[config.mk]
export PLATFORM = sky130hd
export DESIGN_NAME = arb_mux_4x1
export DESIGN_NICKNAME = d
export VERILOG_FILES = /design/src/rtl/arb_mux_4x1.sv
export SDC_FILE = /design/constraint.sdc
export NUM_CORES = 1
export LEC_CHECK = 0
export ABC_AREA = 1
export CAP_MARGIN = 10
export CORE_AREA = 8 8 62 69
export DETAILED_ROUTE_END_ITERATION = 6
export DIE_AREA = 0 0 70 77
export REMOVE_ABC_BUFFERS = 1
export SYNTH_ARGS = -nofsm -noshare
export SYNTH_HDL_FRONTEND = slang
export SYNTH_SLANG_ARGS = --single-unit
[constraint.sdc]
create_clock -name clk -period 2.5 [get_ports clk]
set_input_delay 0.375 -clock clk [delete_from_list [all_inputs] [get_ports clk]]
set_output_delay 0.375 -clock clk [all_outputs]
set_load 0.02 [all_outputs]
[src/rtl/arb_mux_4x1.sv]
// ---------------------------------------------------------------------------
// arb_mux_4x1
//   Merges four valid/ready lanes into one stream. Each output beat carries its
//   source lane index. Lanes are picked round-robin. With LOCK_ON_LAST set, a
//   granted lane keeps the grant until it delivers a beat with in_last. The
//   output is a single register stage: 1-cycle latency, 1 beat/clk sustained.
//
// Ports
//   clk       in   clock, rising edge
//   rst_n     in   asynchronous active-low reset
//   in_data   in   [3:0][WIDTH] per-lane data
//   in_valid  in   [3:0] per-lane valid
//   in_last   in   [3:0] per-lane end-of-packet marker
//   in_ready  out  [3:0] per-lane ready, one-hot or zero
//   out_data  out  [WIDTH] registered data
//   out_sel   out  [2] source lane of out_data
//   out_last  out  registered in_last of the beat
//   out_valid out  output register holds a beat
//   out_ready in   consumer accepts the beat
// ---------------------------------------------------------------------------
module arb_mux_4x1 #(
   parameter int ID           = 1,
   parameter int WIDTH        = 2,
   parameter int LOCK_ON_LAST = 1
) (
   input  logic                   clk,
   input  logic                   rst_n,
   input  logic [3:0][WIDTH-1:0]  in_data,
   input  logic [3:0]             in_valid,
   input  logic [3:0]             in_last,
   output logic [3:0]             in_ready,
   output logic [WIDTH-1:0]       out_data,
   output logic [1:0]             out_sel,
   output logic                   out_last,
   output logic                   out_valid,
   input  logic                   out_ready
);

   typedef enum logic {ST_ARB = 1'b0, ST_LOCK = 1'b1} state_t;

   // ID is a tag only; folding it in with a zero factor keeps it referenced
   // without changing the round-robin start point.
   localparam logic [1:0] RR_RST = 2'(ID * 0);

   state_t           r_state;
   logic [1:0]       r_rr_ptr;
   logic [1:0]       r_lock_sel;
   logic [WIDTH-1:0] r_data;
   logic [1:0]       r_sel;
   logic             r_last;
   logic             r_valid;

   logic             w_load;
   logic             w_any;
   logic [1:0]       w_gnt;
   logic             w_acc;

   // Output register can take a beat when empty or being drained this cycle.
   assign w_load = ~r_valid | out_ready;

   // Grant selection. In ARB the scan runs from rr_ptr upward; iterating
   // from the far end lets the nearest valid lane overwrite the others.
   always_comb begin
      logic [1:0] v_idx;
      w_gnt = r_rr_ptr;
      w_any = 1'b0;
      v_idx = 2'd0;
      if (r_state == ST_LOCK) begin
         w_gnt = r_lock_sel;
         w_any = in_valid[r_lock_sel];
      end else begin
         for (int k = 3; k >= 0; k--) begin
            v_idx = r_rr_ptr + 2'(k);
            if (in_valid[v_idx]) begin
               w_gnt = v_idx;
               w_any = 1'b1;
            end
         end
      end
   end

   // rst_n gates the handshake so no lane sees ready while held in reset.
   assign w_acc = w_any & w_load & rst_n;

   for (genvar g = 0; g < 4; g++) begin : g_rdy
      assign in_ready[g] = w_acc & (w_gnt == 2'(g));
   end

   always_ff @(posedge clk or negedge rst_n) begin
      if (!rst_n) begin
         r_state    <= ST_ARB;
         r_rr_ptr   <= RR_RST;
         r_lock_sel <= 2'd0;
         r_data     <= '0;
         r_sel      <= 2'd0;
         r_last     <= 1'b0;
         r_valid    <= 1'b0;
      end else begin
         if (w_acc) begin
            // A drain in the same cycle is simply overwritten: no bubble.
            r_data  <= in_data[w_gnt];
            r_sel   <= w_gnt;
            r_last  <= in_last[w_gnt];
            r_valid <= 1'b1;
         end else if (out_ready) begin
            r_valid <= 1'b0;
         end

         case (r_state)
            ST_ARB: begin
               if (w_acc) begin
                  r_rr_ptr <= w_gnt + 2'd1;
                  if ((LOCK_ON_LAST != 0) && !in_last[w_gnt]) begin
                     r_state    <= ST_LOCK;
                     r_lock_sel <= w_gnt;
                  end
               end
            end
            ST_LOCK: begin
               // rr_ptr stays frozen while a packet is in flight.
               if (w_acc && in_last[w_gnt]) r_state <= ST_ARB;
            end
            default: r_state <= ST_ARB;
         endcase
      end
   end

   assign out_data  = r_data;
   assign out_sel   = r_sel;
   assign out_last  = r_last;
   assign out_valid = r_valid;

endmodule

# After elaboration in Yosys (flattened, before gate mapping)
# Cells that the tools add are included.
[word_totals] reg_bits=11 inputBits=19 output_inout_bits=10 elab_cells=65
[op_classes] n_addsub=4 magnitude_cmp=6 n_eq_ne=3 n_mux=30 bitwise_logic=10 n_reduce_logical=5
[op_table] operator="$lt A2 B3 Y1 const B" count=6
[op_table] operator="$mux W1" count=16
[op_table] operator="$bmux W1 S2" count=6
[op_table] operator="$mux W2" count=6
[op_table] operator="$and A1 B1 Y1" count=6
[op_table] operator="$add A2 B1 Y2 const B" count=2
[op_table] operator="$add A2 B2 Y2 const B" count=2
[op_table] operator="$bmux W2 S2" count=1
[op_table] operator="$eq A2 B2 Y1 const B" count=2
[op_table] operator="$not A1 Y1" count=3
[op_table] operator="$reduce_and A3 Y1" count=1
[op_table] operator="$eq A2 B1 Y1 const B" count=1
[op_table] operator="$logic_not A2 Y1" count=1
[op_table] operator="$pmux W1 S2" count=1
[op_table] operator="$reduce_and A2 Y1" count=1
[op_table] operator="$reduce_bool A2 Y1" count=1
[op_table] operator="$logic_and A1 B1 Y1" count=1
[op_table] operator="$or A1 B1 Y1" count=1

# Depth between registers and ports, before layout
[depth] ltp_word=13 ltp_mapped=18 depth_no_buf=16

# Worst setup path before layout
# No wires, ideal clock.
[synth_path] path_type="reg2out" from="register r_rr_ptr[0]" to="output in_ready[1]" arrival_ns=1.867 setup_slack_ns=0.258 path_stages_with_launch=17 n_path_buf=2 path_cell_list="dfrtp_1 -> buf_6 -> inv_8 -> nand2_1 -> nand2_2 -> nand2_2 -> nand2_2 -> inv_2 -> nand2_1 -> nand3_1 -> nand3_4 -> nand2_4 -> buf_6 -> inv_1 -> ha_1 -> inv_1 -> nor2_1"
[synth_rtl] element="start, declared" line="46" rtl="logic [1:0] r_rr_ptr;"
[synth_rtl] element="start signal, assigned" line="112" rtl="r_rr_ptr <= w_gnt + 2'd1;"
[synth_rtl] element="$add A2 B2 Y2" line="73" rtl="v_idx = r_rr_ptr + 2'(k);"
[synth_rtl] element="$bmux W1 S2" line="74" rtl="if (in_valid[v_idx]) begin"
[synth_rtl] element="$mux W1 (implied by the code)" line="74"
[synth_rtl] element="$mux W2 (3 in a row)" line="74"
[synth_rtl] element="$mux W2 (*)" line="74"
[synth_rtl] element="$mux W2 (*)" line="68" rtl="if (r_state == ST_LOCK) begin"
[synth_rtl] element="named net w_gnt[0]" line="55" rtl="logic [1:0] w_gnt;"
[synth_rtl] element="$eq A2 B1 Y1 (*)" line="86" rtl="assign in_ready[g] = w_acc & (w_gnt == 2'(g));"
[synth_rtl] element="$and A1 B1 Y1 (*)" line="86"
[synth_rtl] element="end, declared" line="31" rtl="output logic [3:0] in_ready,"
# Mark *: on every way through the listed nets, which the timed path passes. The rest lies on a longest branch. The select of a mux whose other input is x is not followed.

# Final worst setup path
# Ends and elaborated chain as after synthesis.

==> impl_metrics.toml <==
[status]
status = "finished, final reports clean"

[detailed_routing]
via_per_inst = 4.61
drt_wl_total_um = 3020
num_vias = 1176
drc = 0
firstDrtPassIters = 4
ant_nets = 0
routedWlPerCell_um = 11.8
drt_iter0_markers = 55

[worst_setup_path]
cp_slowest_cell = "dfrtp_1"
critPathMaxStageDelay_ns = 0.40
worstPathMaxFanout = 6
crit_top_cell = "nand2_2"
crit_buf_inv = 6
critPathLaunchType = "flop"
critical_path_class = "reg -> out"
critPathArrivalTime_ns = 2.08
cp_cell_sequence = "buf_12 -> buf_8 -> nand2_2 -> nand2_2 -> nand2_2 -> nand2_2 -> inv_2 -> nand2_2 -> nand3_2 -> nand2_2 -> nand3_4 -> nand2_8 -> inv_8 -> ha_4 -> inv_2 -> nor2_1 -> buf_4"
cp.required_ns = 2.12
critPathCaptureType = "primary output"
crit_family = "simple AND/OR/NAND/NOR gates"

[clock_tree]
cts_tree = "yes"
numCtsBuffers = 3
clockBufferDepth = 2
cts.clk_slew.worst_paths_ns = 0.07
cts.sink_count = 11
cts_root_buf = "clkbuf_4"
hold_buffers = 0
clk_latency_ns = 0.26
cts_max_level = 1

[timing]
rsz0062_at_grt = "true"
slew_violations = 0
worst-slew-pin-transition_ns = 0.300
relSlewSlack_pct = 80.0
final_hold_viol_count = 0
finalCriticalPeriod_ns = 2.45
whs_ns = 0.434
skew_ns = 0.00408
min_period_over_period_pct = 98.1
fmax_mhz = 408
setup_viol = 0

[layout]
diodes = 0
layout.cells.non_filler = 255
drive_gt1_share_pct = 36.5
area_growth_pct = 61.8
fill_cells = 324
fin_nets = 243

[grt]
grt-busiest-layer = "met2"
grt.met1_usage_pct = 11.2
track_usage_pct = 10.7
use_met2_pct = 20.4
grt_max_degree = 12
antenna_found_initial = 0
grt_overflow = 0
grt_pass1_wl_um = 4940
grt_use_met3_pct = 1.42
grt_pass1_vias = 1134

[placed_design]
dp_hpwl_um = 2380
placed_cells = 243
portBuffers = 28
gp_congestion = 0.853

[yosys]
yosysWarnings = 0
syn_area_per_cell_um2 = 6.39
synthesis.area_um2 = 1050
ys_seq_elements = 11
synth_top_cell_by_area = "dfrtp_1"
synth_cell_type_count = 24
synthCells = 164
synth.top_cell.area_share_pct = 26.3
synth_seq_area_share_pct = 26.3
synth.area.top_cells = "dfrtp_1 26%, nand2_1 19%, nand2_2 9.6%, nand3_1 9.1%, inv_1 8.6%"

[floorplanning]
die_area_um2 = 5390
initial_core_util_pct = 32.8
num_rows = 22
ios = 29
core_area_um2 = 3190
die_w_um = 70
die_h_um = 77

[power]
power_density_nw_per_um2 = 1560
peakVddDrop_mv = 0.941
power.total_mw = 2.65
p_leak_nw = 0.871

[hold_path]
worstHoldPathType = "in -> async"

[run]
maxCapViolations = 0
-- path summary, 6_finish.rpt --
path / start / end / slack, ns / cells after the start
max: r_rr_ptr[0]$_DFFE_PN0P_ / in_ready[1] / 0.05 / 17
min: rst_n / r_rr_ptr[0]$_DFFE_PN0P_ / 0.43 / 2
max reg2reg: r_rr_ptr[0]$_DFFE_PN0P_ / r_lock_sel[0]$_DFFE_PN0P_ / 0.41 / 17
min reg2reg: out_data[1]$_DFFE_PN0P_ / out_data[1]$_DFFE_PN0P_ / 0.49 / 2
max in group asynchronous: rst_n / out_valid$_DFFE_PN0P_ / 1.92 / 2
min in group clk: out_data[1]$_DFFE_PN0P_ / out_data[1]$_DFFE_PN0P_ / 0.49 / 2
-- repair_timing --
action                                  4_1_cts  5_1_grt
resized for setup                            26       36
setup buffers                                 3        5
pin swaps                                     2       15
endpoints found under the setup margin        4        4
-- final cells by class --
cell class / instances / area (um2) / share of cell area [%]
Tap cell: 36 / 45.0 / 2.66
Multi-Input combinational cell: 122 / 724 / 42.8
Timing Repair Buffer: 54 / 495 / 29.2
Clock buffer: 4 / 26.3 / 1.55
Inverter: 28 / 128 / 7.53
Sequential cell: 11 / 275 / 16.2
-- per-layer routing --
layer | share of wire [%] | vias to the layer above
met2 | 58 | 19
met3 | 2.5 | 0
met5 | 0 | -
li1 | - | 618
met1 | 39 | 539
met4 | 0 | 0
-- stage by stage --
step / util, % / TNS [ns] / setup WS [ns] / instance area [um2]
3_3_place_gp: 46.7 / -1.75 / -0.462 / 1490
4_1_cts: 48.1 / 0 / 0.000305 / 1540
3_5_place_dp: 46.7 / -1.86 / -0.495 / 1490
2_1_floorplan: - / 0 / 0.230 / 1020
5_1_grt: 53.1 / -0.237 / -0.0615 / 1690
6_report: 53.1 / 0 / 0.0474 / 1690
-- synth_stat cells (all sizes together) --
master,count
a21oi,1
a31oi,1
and2,1
buf,3
dfrtp,11
ha,4
inv,28
nand2,69
nand3,22
nand3b,2
nor2,8
nor3,1
o211ai,1
o21a,1
o21ai,11
-- placed cells by master, fill, tap and decap left out, types with 2 or more instances in the layout --
master,synthesis,layout
dlymetal6s2s_1,0,2
o21ai_0,7,7
clkdlybuf4s50_1,0,20
clkbuf_4,0,3
nand3_1,19,17
nor2_2,1,3
inv_1,24,16
nand3b_1,2,2
nand2_2,16,19
ha_4,0,4
buf_4,0,26
o21ai_1,4,3
inv_2,3,9
nand2_1,52,48
nor2_1,7,5
dfrtp_1,11,11
nand3_2,2,4
dlygate4sd2_1,0,2
buf_6,2,2
-- power by group --
group / switching [mW] / internal (mW)
sequential: 0.0616 / 0.265
clock: 0.0569 / 0.0616
combinational: 1.22 / 0.989
-- kinds of logic (layout without fill, tap and decap cells) --
logic type / after synthesis / count (layout) / synth area share [%]
adder cells (fa/ha/maj): 4 / 4 / 4.78
buffers and inverters: 31 / 86 / 13.4
AO/OA/AOI/OAI: 15 / 15 / 7.77
AND/OR/NAND/NOR: 103 / 103 / 47.8
flip-flops: 11 / 11 / 26.3
-- sequential cells by signal (all words and copies together), names as in the netlist, named ones only --
name and count:
out_data 2, out_sel 2, r_lock_sel 2, r_rr_ptr 2
out_last 1, out_valid 1
No activity file was read; power rests on OpenSTA's default activity.
